[src/rtl/bp_fpga_host_nbf_rx.sv]
// Purpose: assembles NBF packets from a UART byte stream (opcode, address LSB-first, data LSB-first).
// Latency: nbf_v_o rises the cycle after the final byte of a packet is sampled.
// Backpressure: the byte input is never stalled; a completed packet that finds the
//   one-entry output register full (and not draining this cycle) is dropped and flagged.
//
// Ports:
//   clk_i, reset_i            clock, synchronous active-high reset
//   rx_v_i, rx_i, rx_error_i  received byte strobe, byte, framing/parity error
//   nbf_o, nbf_v_o            assembled packet {data, addr, opcode} and its valid
//   nbf_ready_and_i           consumer ready
//   overflow_o, rx_error_o,   sticky status flags, cleared only by reset
//   timeout_o
module bp_fpga_host_nbf_rx #(
  parameter int nbf_addr_width_p = 40,
  parameter int nbf_data_width_p = 64,
  parameter int timeout_cycles_p = 1000000,
  localparam int nbf_width_lp    = 8 + nbf_addr_width_p + nbf_data_width_p,
  localparam int nbf_bytes_lp    = nbf_width_lp / 8
) (
  input  logic                    clk_i,
  input  logic                    reset_i,
  input  logic                    rx_v_i,
  input  logic [7:0]              rx_i,
  input  logic                    rx_error_i,
  output logic [nbf_width_lp-1:0] nbf_o,
  output logic                    nbf_v_o,
  input  logic                    nbf_ready_and_i,
  output logic                    overflow_o,
  output logic                    rx_error_o,
  output logic                    timeout_o
);

  localparam int cnt_w_lp  = $clog2(nbf_bytes_lp);
  localparam int tcnt_w_lp = $clog2(timeout_cycles_p + 1);

  localparam logic [cnt_w_lp-1:0]  last_cnt_lp = cnt_w_lp'(nbf_bytes_lp - 1);
  localparam logic [tcnt_w_lp-1:0] tmo_last_lp = tcnt_w_lp'(timeout_cycles_p - 1);
  localparam logic [tcnt_w_lp-1:0] tmo_max_lp  = tcnt_w_lp'(timeout_cycles_p);

  typedef enum logic {e_idle, e_collect} state_e;

  state_e                state_r, state_n;
  logic [cnt_w_lp-1:0]   cnt_r, cnt_n;
  logic [tcnt_w_lp-1:0]  tcnt_r, tcnt_n;

  // The final byte is never stored here; it is merged straight into the output register.
  logic [nbf_bytes_lp-2:0][7:0] buf_r;

  logic [nbf_width_lp-1:0] nbf_r;
  logic                    nbf_v_r;
  logic                    overflow_r, rx_error_r, timeout_r;

  logic store_en, complete, err_set, tmo_set, handshake;

  assign handshake = nbf_v_r & nbf_ready_and_i;

  always_comb begin
    state_n  = state_r;
    cnt_n    = cnt_r;
    tcnt_n   = tcnt_r;
    store_en = 1'b0;
    complete = 1'b0;
    err_set  = 1'b0;
    tmo_set  = 1'b0;
    unique case (state_r)
      e_idle: begin
        tcnt_n = '0;
        if (rx_v_i) begin
          if (rx_error_i) begin
            err_set = 1'b1;
          end else begin
            store_en = 1'b1;
            cnt_n    = cnt_w_lp'(1);
            state_n  = e_collect;
          end
        end
      end
      e_collect: begin
        if (rx_v_i) begin
          tcnt_n = '0;
          if (rx_error_i) begin
            err_set = 1'b1;
            cnt_n   = '0;
            state_n = e_idle;
          end else if (cnt_r == last_cnt_lp) begin
            complete = 1'b1;
            cnt_n    = '0;
            state_n  = e_idle;
          end else begin
            store_en = 1'b1;
            cnt_n    = cnt_r + cnt_w_lp'(1);
          end
        end else if (tcnt_r == tmo_last_lp) begin
          // A byte on this same cycle would have taken the branch above instead.
          tmo_set = 1'b1;
          tcnt_n  = '0;
          cnt_n   = '0;
          state_n = e_idle;
        end else if (tcnt_r != tmo_max_lp) begin
          tcnt_n = tcnt_r + tcnt_w_lp'(1);
        end
      end
      default: begin
        state_n = e_idle;
        cnt_n   = '0;
        tcnt_n  = '0;
      end
    endcase
  end

  always_ff @(posedge clk_i) begin
    if (reset_i) begin
      state_r    <= e_idle;
      cnt_r      <= '0;
      tcnt_r     <= '0;
      buf_r      <= '0;
      nbf_r      <= '0;
      nbf_v_r    <= 1'b0;
      overflow_r <= 1'b0;
      rx_error_r <= 1'b0;
      timeout_r  <= 1'b0;
    end else begin
      state_r <= state_n;
      cnt_r   <= cnt_n;
      tcnt_r  <= tcnt_n;

      if (store_en) begin
        for (int i = 0; i < nbf_bytes_lp - 1; i++) begin
          if (cnt_r == cnt_w_lp'(i)) buf_r[i] <= rx_i;
        end
      end

      // Output register: a completion may refill it on the same cycle it drains.
      if (complete && (!nbf_v_r || handshake)) begin
        nbf_r   <= {rx_i, buf_r};
        nbf_v_r <= 1'b1;
      end else begin
        if (complete) overflow_r <= 1'b1;
        if (handshake) nbf_v_r <= 1'b0;
      end

      if (err_set) rx_error_r <= 1'b1;
      if (tmo_set) timeout_r  <= 1'b1;
    end
  end

  assign nbf_o      = nbf_r;
  assign nbf_v_o    = nbf_v_r;
  assign overflow_o = overflow_r;
  assign rx_error_o = rx_error_r;
  assign timeout_o  = timeout_r;

endmodule

[config.mk]
export PLATFORM = sky130hd
export DESIGN_NAME = bp_fpga_host_nbf_rx
export DESIGN_NICKNAME = d
export VERILOG_FILES = /design/src/rtl/bp_fpga_host_nbf_rx.sv
export SDC_FILE = /design/constraint.sdc
export NUM_CORES = 1
export LEC_CHECK = 0
export ABC_AREA = 0
export ABC_CLOCK_PERIOD_IN_PS = 4870
export CORE_MARGIN = 2
export CORE_UTILIZATION = 58
export DETAILED_ROUTE_END_ITERATION = 10
export PLACE_DENSITY_LB_ADDON = 0.08
export SLEW_MARGIN = 20
export SYNTH_ARGS = -nofsm -noshare
export SYNTH_HDL_FRONTEND = slang
export SYNTH_SLANG_ARGS = --single-unit
[constraint.sdc]
create_clock -name clk_i -period 4.87 [get_ports clk_i]
set_clock_uncertainty 0.2 [all_clocks]
set_input_delay 0.974 -clock clk_i [delete_from_list [all_inputs] [get_ports clk_i]]
set_output_delay 0.974 -clock clk_i [all_outputs]
set_load 0.02 [all_outputs]
; ---- Word-level counts from Yosys, hierarchy flattened
; Cells that the tools add are included.
[word_totals]
register_bits = 245
inputBits = 13
output_inout_bits = 116
elab_cells = 96
[op_classes]
addsub = 2
n_eq_ne = 19
n_mux = 31
bitwise_logic = 3
n_reduce_logical = 20
[ops]
columns = operator, count
row1 = 20-bit 2-to-1 mux, 3
row2 = 20-bit one-hot mux with 2 select lines, 1
row3 = 2-bit AND reduction, 14
row4 = 4-bit equality test (second input constant), 6
row5 = 4-bit 2-to-1 mux, 6
row6 = 20-bit by 1-bit adder with 20-bit output (second input constant), 1
row7 = 20-bit equality test (second input constant), 1
row8 = 20-bit inequality test (second input constant), 1
row9 = 1-bit 2-to-1 mux, 18
row10 = 4-bit by 3-bit equality test with 1-bit output (second input constant), 4
row11 = 4-bit by 2-bit equality test with 1-bit output (second input constant), 2
row12 = 4-bit one-hot mux with 2 select lines, 1
row13 = 4-bit by 1-bit adder with 4-bit output (second input constant), 1
row14 = 4-bit by 1-bit equality test with 1-bit output (second input constant), 1
row15 = 4-bit zero test, 1
row16 = 2-bit inequality test (second input constant), 2
row17 = 4-bit by 2-bit inequality test with 1-bit output (second input constant), 1
row18 = 1-bit one-hot mux with 2 select lines, 2
row19 = 3-bit by 2-bit inequality test with 1-bit output (second input constant), 1
row20 = 3-bit AND reduction, 1
row21 = 1-bit inverter, 2
row22 = 2-bit nonzero test, 1
row23 = 1-bit AND, 1
row24 = 1-bit logical AND, 1
row25 = other kinds (2), 2

; ---- Longest topological paths before layout
[logic_depth]
word_depth = 8
mapped_depth = 9
depth_no_buf = 6

; ---- Least setup slack after synthesis
; OpenSTA, ideal clock, no wires.
[synth_timing]
kind = input -> register
start = input port rx_error_i
end = register buf_r[72] in the netlist's numbering
t_arrival_ns = 2.149
required_ns = 4.542
path_slack_ns = 2.393
cell_stages = 7
path_cell_list = nand2b_1 clkbuf_1 nor3_4 and3_1 buf_2 mux2i_1 nor2_1
[synth_via]
elab_chain_cells = 4
elab_cells_between_ends = 6
classes_between = mux: 5 / reduce/logical: 1
[synth_lines]
columns = element, line
row1 = from (decl), 24  ; input logic rx_error_i,
row2 = "1-bit 2-to-1 mux, on equally long branches", "81, 69"
row3 = "1-bit 2-to-1 mux, on equally long branches", "79, 68"
row4 = 1-bit one-hot mux with 2 select lines (*), 65  ; unique case (state_r)
row5 = 2-bit AND reduction (no line) (*), n/a
row6 = "to (signal, indexed assignment)", 129  ; if (cnt_r == cnt_w_lp'(i)) buf_r[i] <= rx_i;
row7 = to (decl), 47  ; logic [nbf_bytes_lp-2:0][7:0] buf_r;
; Every way passes the cells marked *; elsewhere a longest branch is shown, timed or not.
; A chain may end at the register's enable or synchronous reset.

; ---- Final worst setup path
[layout_timing]
start = input port rx_v_i
end = register nbf_r[46], in the netlist nbf_o[46]
[layout_via]
elab_chain_cells = 3
[layout_lines]
columns = element, line
row1 = from (decl), 22  ; input logic rx_v_i,
row2 = 1-bit 2-to-1 mux, 79  ; if (rx_v_i) begin
row3 = 1-bit 2-to-1 mux, 65
row4 = 1-bit logical AND, 134  ; if (complete && (!nbf_v_r || handshake)) begin
row5 = to (signal assigned), 135  ; nbf_r <= {rx_i, buf_r};
row6 = to (decl), 49  ; logic [nbf_width_lp-1:0] nbf_r;
; Every way passes these cells.

==> flow_summary.yaml <==
route:
  drc: 0
  first_iter_violations: 632
  via_count: 7541
  routed_via_density: 5.51
  wirelength_mm: 21.2
  ant_nets: 0
  drtPass1Iterations: 5
  avgRoutedWirePerCell_um: 15.5
synthesis:
  synthFlopType: "dfxtp_1"
  synth_cell_type_count: 40
  ys_seq_elements: 245
  syn_nets: 1099
  synth_enable_flop_cells: 0
  syn_inst: 1084
  yosysSeqAreaShare_pct: 54.4
  syn_area_um2: 9020
  syn_avg_cell_area_um2: 8.32
  yosysWarnings: 0
  synth-async-reset-ratio_pct: 0
timing:
  fmax_ghz: 0.314
  slew_headroom_pct: 27.7
  min_period_ns: 3.18
  fin_tns_setup_ns: 0
  slew_viol_final: 0
  finalHoldViolCount: 0
  rsz0062_at_grt: "no"
  tightest_slew_ns: 1.08
  fin_crit_sh_pct: 65.3
  setup_viol: 0
final_layout:
  fill_cells: 1233
  drive_gt1_share_pct: 5.25
  nNetsFinal: 1180
  antennaDiodeCount: 0
  syn_to_final_growth_pct: 22.6
critical_path:
  critPathRequiredTime_ns: 5.02
  path_cells: "clkdlybuf4s50_1, nor2b_1, and2_1, nand3_4, buf_4, nand2_1, a21oi_1"
  arrival_ns: 3.33
  r2r_end: "nbf_o[111]$_SDFFE_PP0P_"
  cp_max_fo: 43
  start_kind: "input port"
  endpoint_kind: "flip-flop"
  r2r_cells: 6
  cpPeakStageDelay_ns: 0.56
  r2r_slack_ns: 2.29
  r2r_start: "cnt_r[0]$_SDFFE_PP0P_"
  worstSetupPathType: "in -> reg"
  cp_slowest_cell: "clkdlybuf4s50_1"
power_and_ir_drop:
  ir_drop_v: 0.000276
  power_uw: 3960
  p_per_area_nw_per_um2: 358
  leakage_uw: 0.00372
place:
  port_buffers: 128
  hpwl_mm: 12.3
  gp_congestion: 0.841
floorplanning:
  initial_core_util_pct: 59.3
  core_region_area_um2: 15200
  die_h_um: 129
  die_area_um2: 16600
  io_pins: 129
  die_w_um: 129
  num_rows: 45
clock_tree:
  clk_latency_ns: 0.51
  cts-root-buf: "clkbuf_16"
  cts_sinks: 245
  cts.clk_slew.worst_paths_ns: 0.06
  h-tree-depth: 1
  hold_buffers: 0
  cts_resized: 0
  cts_setup_buffers: 0
  clockBufferDepth: 3
  cts_tree: "built"
  numCtsBuffers: 25
worst_hold_path:
  hold_end: "nbf_o[72]$_SDFFE_PP0P_"
  worst_hold_path.num_cells: 2
  hold_path.class: "reg -> reg"
  holdCritStartpoint: "buf_r[72]$_SDFFE_PP0P_"
global_routing:
  first_global_vias: 6791
  grt_overflow: 0
  grt_max_degree: 109
  grt_pass1_wl_mm: 34.4
  antenna_found_initial: 0
  grt_use_total_pct: 25.4
outcome:
  status: "finished clean"
run:
  cap_viol_max_count: 0
==> cells in the final DEF, fill, tap and decap left out, types with 2 or more instances in the layout <==
cell             Yosys  final
a31oi_1              2      2
and2_1               4      4
mux2i_1             41     41
clkbuf_16            0     25
nor3b_2              1      2
nand4_1              7      7
xnor2_1              6      6
nor2b_1              4      3
and4b_1              2      2
nor2_1              70     69
clkbuf_1            48      3
clkbuf_8             0      7
nand2_1            309    309
dfxtp_1            245    245
inv_1                6      6
clkdlybuf4s50_1      0    127
xor2_1              13     13
and3_1               6      6
clkinv_2             0      5
and4_1               5      5
ha_1                 2      2
a21oi_1            182    182
nand3_1             73     72
nor3_1               3      3
buf_4                8     11
==> metrics by stage <==
stage          std cells  hold WS (ns)  util, %  setup slack, ns  instance area (um2)
2_1_floorplan       1084         0.231        -             2.39                 9020
3_3_place_gp        1326         0.237     67.5             1.25                10300
3_5_place_dp        1326         0.244     67.5             1.20                10300
4_1_cts             1368         0.251     72.7             1.72                11100
5_1_grt             1368         0.254     72.7             1.50                11100
6_report            1368         0.249     72.7             1.69                11100
==> worst max-delay path, delay by kind of cell <==
family	cells	cell delay (ns)
buf+inv	2	1.00
simple gates	4	1.26
compound gates	1	0.08
==> registers in the layout, summed over array words and instances, names as in the netlist <==
register    count
nbf_o         112
tcnt_r         20
timeout_o       1
overflow_o      1
buf_r         104
rx_error_o      1
nbf_v_o         1
state_r         1
cnt_r           4
==> cells in the mapped netlist (3+ instances only) <==
library cell	count	share of area (%)
nand3_1	73	4.0
and2_1	4	0.28
xnor2_1	6	0.58
nand4_1	7	0.49
xor2_1	13	1.3
nor2b_1	4	0.28
buf_4	8	0.67
nand2_1	309	13
nor2_1	70	2.9
mux2i_1	41	4.5
inv_1	6	0.25
nor3_1	3	0.17
buf_6	3	0.37
buf_2	25	1.4
and3_1	6	0.42
a21oi_1	182	10
dfxtp_1	245	54
clkbuf_1	48	2.0
and4_1	5	0.49
==> where the power goes <==
part | leakage [uW] | switching [uW] | internal (uW)
Clock | 0.000396 | 748 | 1090
Sequential | 0.00197 | 6.34 | 2010
Combinational | 0.00135 | 80.5 | 22.2
==> cell families (layout without fill, tap and decap cells) <==
family          count (synthesis)  in the layout  share of synthesized area [%]
simple gates                  495            495                           23.5
compound gates                190            190                           10.7
xor+xnor                       19             19                           1.84
mux                            41             41                           4.55
buf+inv                        92            188                           4.76
flops                         245            245                           54.4
fa+ha+maj                       2              2                          0.277
==> worst max path at each step <==
| stage | slack, ns | end | depth (start not counted) | from |
|---|---|---|---|---|
| 6_report | 1.69 | nbf_o[46]$_SDFFE_PP0P_ | 7 | rx_v_i |
| 5_1_grt | 1.50 | nbf_o[24]$_SDFFE_PP0P_ | 7 | rx_v_i |
| 4_1_cts | 1.72 | nbf_o[46]$_SDFFE_PP0P_ | 7 | rx_v_i |
| 3_5_place_dp | 1.20 | nbf_o[54]$_SDFFE_PP0P_ | 7 | rx_v_i |
| 3_3_place_gp | 1.25 | nbf_o[77]$_SDFFE_PP0P_ | 7 | rx_v_i |
| 2_1_floorplan | 2.39 | buf_r[72]$_SDFFE_PP0P_ | 7 | rx_error_i |
==> layer usage <==
metal	global-route usage, %	vias to the layer above	wire length [um]
met1	37.1	3542	10000
met3	3.95	37	1390
met5	0	-	0
met2	40.0	232	9360
li1	-	3730	-
met4	5.82	0	414
==> layout make-up <==
type | count | area [um2] | share of cell area, %
Multi-Input combinational cell | 747 | 3710 | 33.6
Timing Repair Buffer | 140 | 1390 | 12.5
Tap cell | 188 | 235 | 2.13
Clock inverter | 7 | 62.6 | 0.566
Clock buffer | 35 | 733 | 6.63
Inverter | 6 | 22.5 | 0.204
Sequential cell | 245 | 4900 | 44.4
Note: power is estimated with default switching activity, not from simulation.
